--- src/rtl/cnn_layer_accel_job_master_pkg.sv ---
// Shared types and sizing for the CNN layer accelerator job master.
package cnn_layer_accel_job_pkg;

  localparam int PARAM_W                = 128;
  localparam int WORDS_W                = 16;
  localparam int DEFAULT_TIMEOUT_CYCLES = 4096;

  typedef enum logic [2:0] {
    ST_IDLE,
    ST_START,
    ST_WAIT_FETCH,
    ST_STREAM,
    ST_WAIT_COMPLETE,
    ST_ERROR
  } job_state_t;

endpackage

--- src/rtl/cnn_layer_accel_job_master_skid_buf.sv ---
// Two-entry skid buffer: one-cycle latency, sustains one word per cycle.
module cnn_layer_accel_skid_buf #(
  parameter int DATA_W = 128
) (
  input  logic              clk,
  input  logic              rst_n,
  input  logic              in_valid,
  output logic              in_ready,
  input  logic [DATA_W-1:0] in_data,
  output logic              out_valid,
  input  logic              out_ready,
  output logic [DATA_W-1:0] out_data,
  output logic [1:0]        level
);

  logic [DATA_W-1:0] mem [2];
  logic              wr_ptr;
  logic              rd_ptr;
  logic [1:0]        cnt;
  logic              push;
  logic              pop;

  assign in_ready  = (cnt != 2'd2);
  assign out_valid = (cnt != 2'd0);
  assign out_data  = mem[rd_ptr];
  assign level     = cnt;
  assign push      = in_valid && in_ready;
  assign pop       = out_valid && out_ready;

  always_ff @(posedge clk) begin
    if (!rst_n) begin
      for (int unsigned i = 0; i < 2; i++) mem[i] <= '0;
      wr_ptr <= 1'b0;
      rd_ptr <= 1'b0;
      cnt    <= 2'd0;
    end else begin
      if (push) begin
        mem[wr_ptr] <= in_data;
        wr_ptr      <= ~wr_ptr;
      end
      if (pop) rd_ptr <= ~rd_ptr;
      unique case ({push, pop})
        2'b10:   cnt <= cnt + 2'd1;
        2'b01:   cnt <= cnt - 2'd1;
        default: cnt <= cnt;
      endcase
    end
  end

endmodule

--- src/rtl/cnn_layer_accel_job_master.sv ---
// Job master: hands a job to the quad, streams its pixel words, collects completion.
// Optional watchdog/ERROR state enabled by defining JOB_MASTER_TIMEOUT_EN.
module cnn_layer_accel_job_master
  import cnn_layer_accel_job_pkg::*;
#(
  parameter int C_TIMEOUT_CYCLES = DEFAULT_TIMEOUT_CYCLES
) (
  input  logic               clk_if,
  input  logic               rst_n,
  input  logic               cmd_valid,
  output logic               cmd_ready,
  input  logic [PARAM_W-1:0] cmd_params,
  input  logic [WORDS_W-1:0] cmd_num_words,
  output logic               job_start,
  input  logic               job_accept,
  output logic [PARAM_W-1:0] job_parameters,
  input  logic               job_fetch_request,
  output logic               job_fetch_ack,
  output logic               job_fetch_complete,
  input  logic               job_complete,
  output logic               job_complete_ack,
  input  logic               src_valid,
  output logic               src_ready,
  input  logic [PARAM_W-1:0] src_data,
  output logic               pixel_valid,
  input  logic               pixel_ready,
  output logic [PARAM_W-1:0] pixel_data,
  output logic               done,
  output logic               busy,
  output logic               err_timeout
);

  job_state_t         state;
  job_state_t         state_next;
  logic               armed;
  logic [WORDS_W-1:0] word_cnt;
  logic               zero_pend;
  logic               zero_pend_next;
  logic               fetch_ack_next;
  logic               fetch_complete_next;
  logic               complete_ack_next;
  logic               done_next;
  logic               cmd_fire;
  logic               xfer;
  logic               last_xfer;
  logic               buf_in_valid;
  logic               buf_in_ready;
  logic [1:0]         buf_level;

  // armed keeps cmd_ready low until the first clock edge out of reset;
  // masking with done defers a command that collides with the done pulse.
  assign cmd_ready    = (state == ST_IDLE) && armed && !done;
  assign cmd_fire     = cmd_valid && cmd_ready;
  assign job_start    = (state == ST_START);
  assign busy         = (state != ST_IDLE);
  assign xfer         = pixel_valid && pixel_ready;
  assign last_xfer    = (state == ST_STREAM) && xfer && (word_cnt == WORDS_W'(1));
  // Words already buffered count against the remaining budget, so no word
  // beyond the job length is ever taken from the source.
  assign src_ready    = (state == ST_STREAM) && buf_in_ready &&
                        (word_cnt > WORDS_W'(buf_level));
  assign buf_in_valid = src_valid && src_ready;

  cnn_layer_accel_skid_buf #(
    .DATA_W(PARAM_W)
  ) u_skid (
    .clk      (clk_if),
    .rst_n    (rst_n),
    .in_valid (buf_in_valid),
    .in_ready (buf_in_ready),
    .in_data  (src_data),
    .out_valid(pixel_valid),
    .out_ready(pixel_ready),
    .out_data (pixel_data),
    .level    (buf_level)
  );

`ifdef JOB_MASTER_TIMEOUT_EN
  localparam int WD_W = $clog2(C_TIMEOUT_CYCLES + 1);

  logic [WD_W-1:0] wd;
  logic            watched;
  logic            wd_hit;
  logic            err_q;

  assign watched     = (state == ST_START) || (state == ST_WAIT_FETCH) ||
                       (state == ST_WAIT_COMPLETE);
  assign wd_hit      = watched && (wd == WD_W'(C_TIMEOUT_CYCLES - 1));
  assign err_timeout = err_q;

  always_ff @(posedge clk_if) begin
    if (!rst_n) begin
      wd    <= '0;
      err_q <= 1'b0;
    end else begin
      if (state_next != state) wd <= '0;
      else if (watched)        wd <= wd + WD_W'(1);
      if (state_next == ST_ERROR) err_q <= 1'b1;
    end
  end
`else
  assign err_timeout = 1'b0;
`endif

  always_comb begin
    state_next          = state;
    zero_pend_next      = 1'b0;
    fetch_ack_next      = 1'b0;
    fetch_complete_next = zero_pend;
    complete_ack_next   = 1'b0;
    done_next           = 1'b0;
    unique case (state)
      ST_IDLE: if (cmd_fire) state_next = ST_START;
      ST_START: if (job_accept) state_next = ST_WAIT_FETCH;
      ST_WAIT_FETCH: begin
        if (job_fetch_request) begin
          fetch_ack_next = 1'b1;
          if (word_cnt == '0) begin
            zero_pend_next = 1'b1;
            state_next     = ST_WAIT_COMPLETE;
          end else begin
            state_next = ST_STREAM;
          end
        end
      end
      ST_STREAM: begin
        if (last_xfer) begin
          fetch_complete_next = 1'b1;
          state_next          = ST_WAIT_COMPLETE;
        end
      end
      ST_WAIT_COMPLETE: begin
        if (job_complete) begin
          complete_ack_next = 1'b1;
          done_next         = 1'b1;
          state_next        = ST_IDLE;
        end
      end
`ifdef JOB_MASTER_TIMEOUT_EN
      ST_ERROR: state_next = ST_ERROR;
`endif
      default: state_next = ST_IDLE;
    endcase
`ifdef JOB_MASTER_TIMEOUT_EN
    if (wd_hit && (state_next == state)) state_next = ST_ERROR;
`endif
  end

  always_ff @(posedge clk_if) begin
    if (!rst_n) state <= ST_IDLE;
    else        state <= state_next;
  end

  always_ff @(posedge clk_if) begin
    if (!rst_n) begin
      armed              <= 1'b0;
      job_parameters     <= '0;
      word_cnt           <= '0;
      zero_pend          <= 1'b0;
      job_fetch_ack      <= 1'b0;
      job_fetch_complete <= 1'b0;
      job_complete_ack   <= 1'b0;
      done               <= 1'b0;
    end else begin
      armed              <= 1'b1;
      zero_pend          <= zero_pend_next;
      job_fetch_ack      <= fetch_ack_next;
      job_fetch_complete <= fetch_complete_next;
      job_complete_ack   <= complete_ack_next;
      done               <= done_next;
      if (cmd_fire) begin
        job_parameters <= cmd_params;
        word_cnt       <= cmd_num_words;
      end else if ((state == ST_STREAM) && xfer) begin
        word_cnt <= word_cnt - WORDS_W'(1);
      end
    end
  end

endmodule

--- config.mk ---
export PLATFORM = sky130hd
export DESIGN_NAME = cnn_layer_accel_job_master
export DESIGN_NICKNAME = d
export VERILOG_FILES = /design/src/rtl/cnn_layer_accel_job_master_pkg.sv /design/src/rtl/cnn_layer_accel_job_master_skid_buf.sv /design/src/rtl/cnn_layer_accel_job_master.sv
export SDC_FILE = /design/constraint.sdc
export NUM_CORES = 1
export LEC_CHECK = 0
export ABC_AREA = 1
export CAP_MARGIN = 30
export CORE_MARGIN = 1.5
export CORE_UTILIZATION = 30
export DETAILED_ROUTE_END_ITERATION = 10
export PLACE_DENSITY = 0.57
export SLEW_MARGIN = 10
export SYNTH_ARGS = -nofsm -noshare
export SYNTH_HDL_FRONTEND = slang
export SYNTH_HIERARCHICAL = 1
export SYNTH_SLANG_ARGS = --single-unit
--- constraint.sdc ---
create_clock -name clk_if -period 9.7 [get_ports clk_if]
set_input_delay 1.94 -clock clk_if [delete_from_list [all_inputs] [get_ports clk_if]]
set_output_delay 1.94 -clock clk_if [all_outputs]
set_load 0.01 [all_outputs]
==> tab_implementation.tex <==
\begin{tabular}{lr}
\hline
Metric & Value \\
\hline
\multicolumn{2}{l}{\textbf{Timing}} \\
Number of setup violations in the final report & 0 \\
Minimum hold slack & approximately 0.45 ns \\
Max-slew violation total from the final report & 0 \\
Largest clock skew in the final design & $\sim$0.022 ns \\
RSZ-0062 raised after global routing & no \\
Setup TNS & 0 ns \\
Max-Slew Margin vs Limit & 0.365 \\
Slew @ Worst Pin & 0.953 ns \\
Fmax achieved & 0.185 GHz \\
Fin crit period & roughly 5.4 ns \\
Hold Violations, Final & 0 \\
Period utilization & 0.556 \\
\multicolumn{2}{l}{\textbf{Route}} \\
Per-cell routed wire length & approximately 18 microns \\
Number of vias after detailed routing & 13194 \\
Number of remaining DRC errors & 0 \\
DRT antenna net count & 0 \\
Routed vias/inst & approximately 4.5 \\
Number of DRC markers after the initial detailed-route iteration & between 500 and 600 \\
Post-detailed-routing wire length & $\sim$52 mm \\
Number of search-and-repair iterations in the first detailed-routing pass & 4 \\
\multicolumn{2}{l}{\textbf{CTS}} \\
Post-cts repair resize count & 0 \\
CTS max path bufs & 3 \\
Later-pin clock latency in the skew report & between 0.5 and 0.6 ns \\
Clock buffers created by TritonCTS & 46 \\
Clock sink count & about 410 \\
Post-CTS setup-driven buffer insertion count & 0 \\
Hold Buf Count CTS & 0 \\
CTS tree & built \\
Max H-tree Level & 2 \\
Clock-pin slew on the worst setup and hold paths & approximately 0.070 ns \\
Clock root cell & sky130\_fd\_sc\_hd\_\_clkbuf\_16 \\
\multicolumn{2}{l}{\textbf{Layout}} \\
Highest-count cells in the layout ignoring fill and taps & sky130\_fd\_sc\_hd\_\_clkdlybuf4s50\_1 (544), sky130\_fd\_sc\_hd\_\_nand2\_1 (325), sky130\_fd\_sc\_hd\_\_nor2\_1 (295) \\
Most frequent standard cell in the layout excluding fill and tap cells & sky130\_fd\_sc\_hd\_\_clkdlybuf4s50\_1 \\
Share of final-layout standard cells stronger than drive strength 1 & 0.102 \\
Layout net count & around 2400 \\
Area Overhead vs Synth & 44.2\% \\
Layout filler cell count & roughly 5400 \\
Number of standard cells in the final layout excluding fillers & slightly below 3000 \\
\multicolumn{2}{l}{\textbf{Critical path}} \\
Capture instance of the worst register-to-register path & u\_skid/mem[1][72]\$\_SDFFCE\_PN0P\_ \\
Peak fanout along the critical path & approximately 60 \\
R2r setup slk & $\sim$5.2 ns \\
Required time of the worst setup path & a little under 10 ns \\
Worst endpoint data arrival time & between 5 and 6 ns \\
Crit. End Element & flip-flop \\
Type of origin of the critical path & primary input \\
Critical path type & in -> reg \\
Depth of the worst register-to-register path & 12 \\
Reg-to-reg critical path startpoint & u\_skid/level[1]\$\_SDFFE\_PN0P\_ \\
\multicolumn{2}{l}{\textbf{Logic synthesis}} \\
Yosys warning count & 6 \\
Area of the mapped netlist & approximately 17000 sq um \\
Share of synthesized area occupied by flip-flops and latches & 0.637 \\
Post-Synthesis Cells & around 1600 \\
Total nets after synthesis & between 1500 and 2000 \\
Synth Register Bits & a little over 400 \\
Library cells used by synthesis & 32 \\
Post-Synthesis Mean Instance Area & 10.3 sq um \\
\multicolumn{2}{l}{\textbf{Die}} \\
Starting utilization of the core area & 0.303 \\
Cell Rows & 87 \\
Placeable core region & approximately 56000 sq um \\
Vertical die dimension & about 240 microns \\
Die X-Extent & roughly 240 microns \\
Num ports & approximately 550 \\
Die area & $\sim$58000 sq um \\
\multicolumn{2}{l}{\textbf{Power and ir drop}} \\
Leakage power & roughly 9.5 nW \\
Power density relative to cell area & 193 nW/um\^{}2 \\
Internal power of the cells & roughly 3.4 mW \\
Worst VDD drop & between 0.0001 and 0.00015 V \\
Comb pwr share & 0.208 \\
Sequential share of power & 0.439 \\
Part of the total power dissipated in the clock network & 0.353 \\
Switching part of the total power & 0.277 \\
Power spent charging and discharging nets & 1.31 mW \\
\multicolumn{2}{l}{\textbf{Global route}} \\
Antenna violations before repair & 11 \\
Global Route met2 Usage & 0.292 \\
Overall fraction of global-route tracks in use & 0.171 \\
GRT met1 Usage & 0.196 \\
Gr busiest metal & met2 \\
First-pass GRT wire length & 75.5 mm \\
Grt met3 use & 0.0642 \\
Largest net degree at the start of global routing & 86 \\
Total gr overflow & 0 \\
Number of global-route vias before repair & about 13000 \\
\multicolumn{2}{l}{\textbf{Worst hold path}} \\
Class of the most critical hold timing path & reg -> reg \\
Hold EP & job\_fetch\_complete\$\_SDFF\_PN0\_ \\
Hold Startpoint & zero\_pend\$\_SDFF\_PN0\_ \\
Hold-critical path depth & 2 \\
\multicolumn{2}{l}{\textbf{Run status}} \\
Run status & finished clean \\
\multicolumn{2}{l}{\textbf{Placed design}} \\
Placer Congestion & around 0.8 \\
HPWL after DPL & 35.9 mm \\
Placed Cells incl. Taps & 2867 \\
Port bufs & 544 \\
\multicolumn{2}{l}{\textbf{Flow run}} \\
Max capacitance violation total & 0 \\
\hline
\end{tabular}
metal layers:
| metal | wire length (microns) | share of wire | vias to the layer above |
|---|---|---|---|
| met3 | 4900 | 0.094 | 75 |
| met1 | 20400 | 0.39 | 6284 |
| li1 | - | - | 6393 |
| met5 | 65 | 0.0012 | - |
| met2 | 25600 | 0.49 | 434 |
| met4 | 1320 | 0.025 | 8 |
flip-flops by register name, indices dropped and copies added, names as in the netlist, 2 cells and up, named ones only:
signal and count:
u_skid/level 2, word_cnt 16, job_parameters 128, state 3, u_skid/mem 256
kinds of logic after synthesis:
family                   count (synthesis)  synth area share
AO/OA/AOI/OAI                          163            0.0504
XOR/XNOR                                 2           0.00103
adder cells (fa/ha/maj)                  6           0.00442
buffers and inverters                  263            0.0662
flip-flops                             413             0.637
multiplexers                           128            0.0848
other                                    1          0.000221
AND/OR/NAND/NOR                        673             0.156
how the worst max path moves through the flow:
stage | endpoint | depth (start not counted) | from | slack, ns
after floorplan | u_skid/mem[1][0]$_SDFFCE_PN0P_ | 7 | src_valid | 3.76
after global placement | u_skid/mem[0][0]$_SDFFCE_PN0P_ | 4 | rst_n | 3.63
final | u_skid/mem[1][72]$_SDFFCE_PN0P_ | 4 | rst_n | 4.31
after CTS | u_skid/mem[0][126]$_SDFFCE_PN0P_ | 4 | rst_n | 4.17
after global routing | u_skid/mem[1][12]$_SDFFCE_PN0P_ | 4 | rst_n | 4.02
after detailed placement | u_skid/mem[0][0]$_SDFFCE_PN0P_ | 4 | rst_n | 3.56
stage by stage:
step           setup WS [ns]  area, sq um  power (mW)   util
5_1_grt                 4.02        24500        4.95  0.436
6_report                4.31        24500        4.72  0.436
2_1_floorplan           3.76        17000        2.61      -
3_5_place_dp            3.56        23000        3.10  0.410
3_3_place_gp            3.63        23000        3.09  0.410
4_1_cts                 4.17        24500        4.79  0.436
cell type report:
cell class              instances  area [sq um]  share of cell area
clock inverters                21           151             0.00618
clock buffers                  63          1280              0.0521
multi-input cells             973          5080               0.207
inverters                     170           643              0.0262
flip-flops and latches        413         10800               0.442
repair buffers                556          5580               0.227
well taps                     756           946              0.0386
diodes                          5          12.5            0.000510
Yosys cell counts, drive strengths merged:
library cell,number,area share
o21bai,1,0.00044
ha,6,0.0044
a31oi,4,0.0015
a22oi,1,0.00044
conb,1,0.00022
a21oi,142,0.042
a211oi,1,0.00044
clkbuf,21,0.0046
o21a,2,0.00088
nor3,4,0.0012
mux2,128,0.085
a21boi,1,0.0011
edfxtp,256,0.45
dfxtp,157,0.18
nand3b,4,0.0025
nand4,5,0.0018
nor2,296,0.066
or2,4,0.0015
buf,72,0.024
inv,170,0.038
o21ai,7,0.0021
nand3,33,0.011
nand2,327,0.072
o211ai,4,0.0018
xor2,2,0.0010
power by group through the flow:
stage                     clock network (mW)  registers (mW)  logic, mW
after CTS                               1.72            2.07      0.995
after floorplan                            0            2.13      0.476
after global routing                    1.78            2.09       1.08
after detailed placement                   0            2.11      0.989
final                                   1.67            2.07      0.980
after global placement                     0            2.10      0.985
critical path, cell delays in order:
cell,delay (ns)
sky130_fd_sc_hd__clkdlybuf4s50_1,1.08
sky130_fd_sc_hd__nand3_4,0.75
sky130_fd_sc_hd__nand2_4,0.90
sky130_fd_sc_hd__buf_4,0.77
Note: power is estimated with default switching activity, not from simulation.
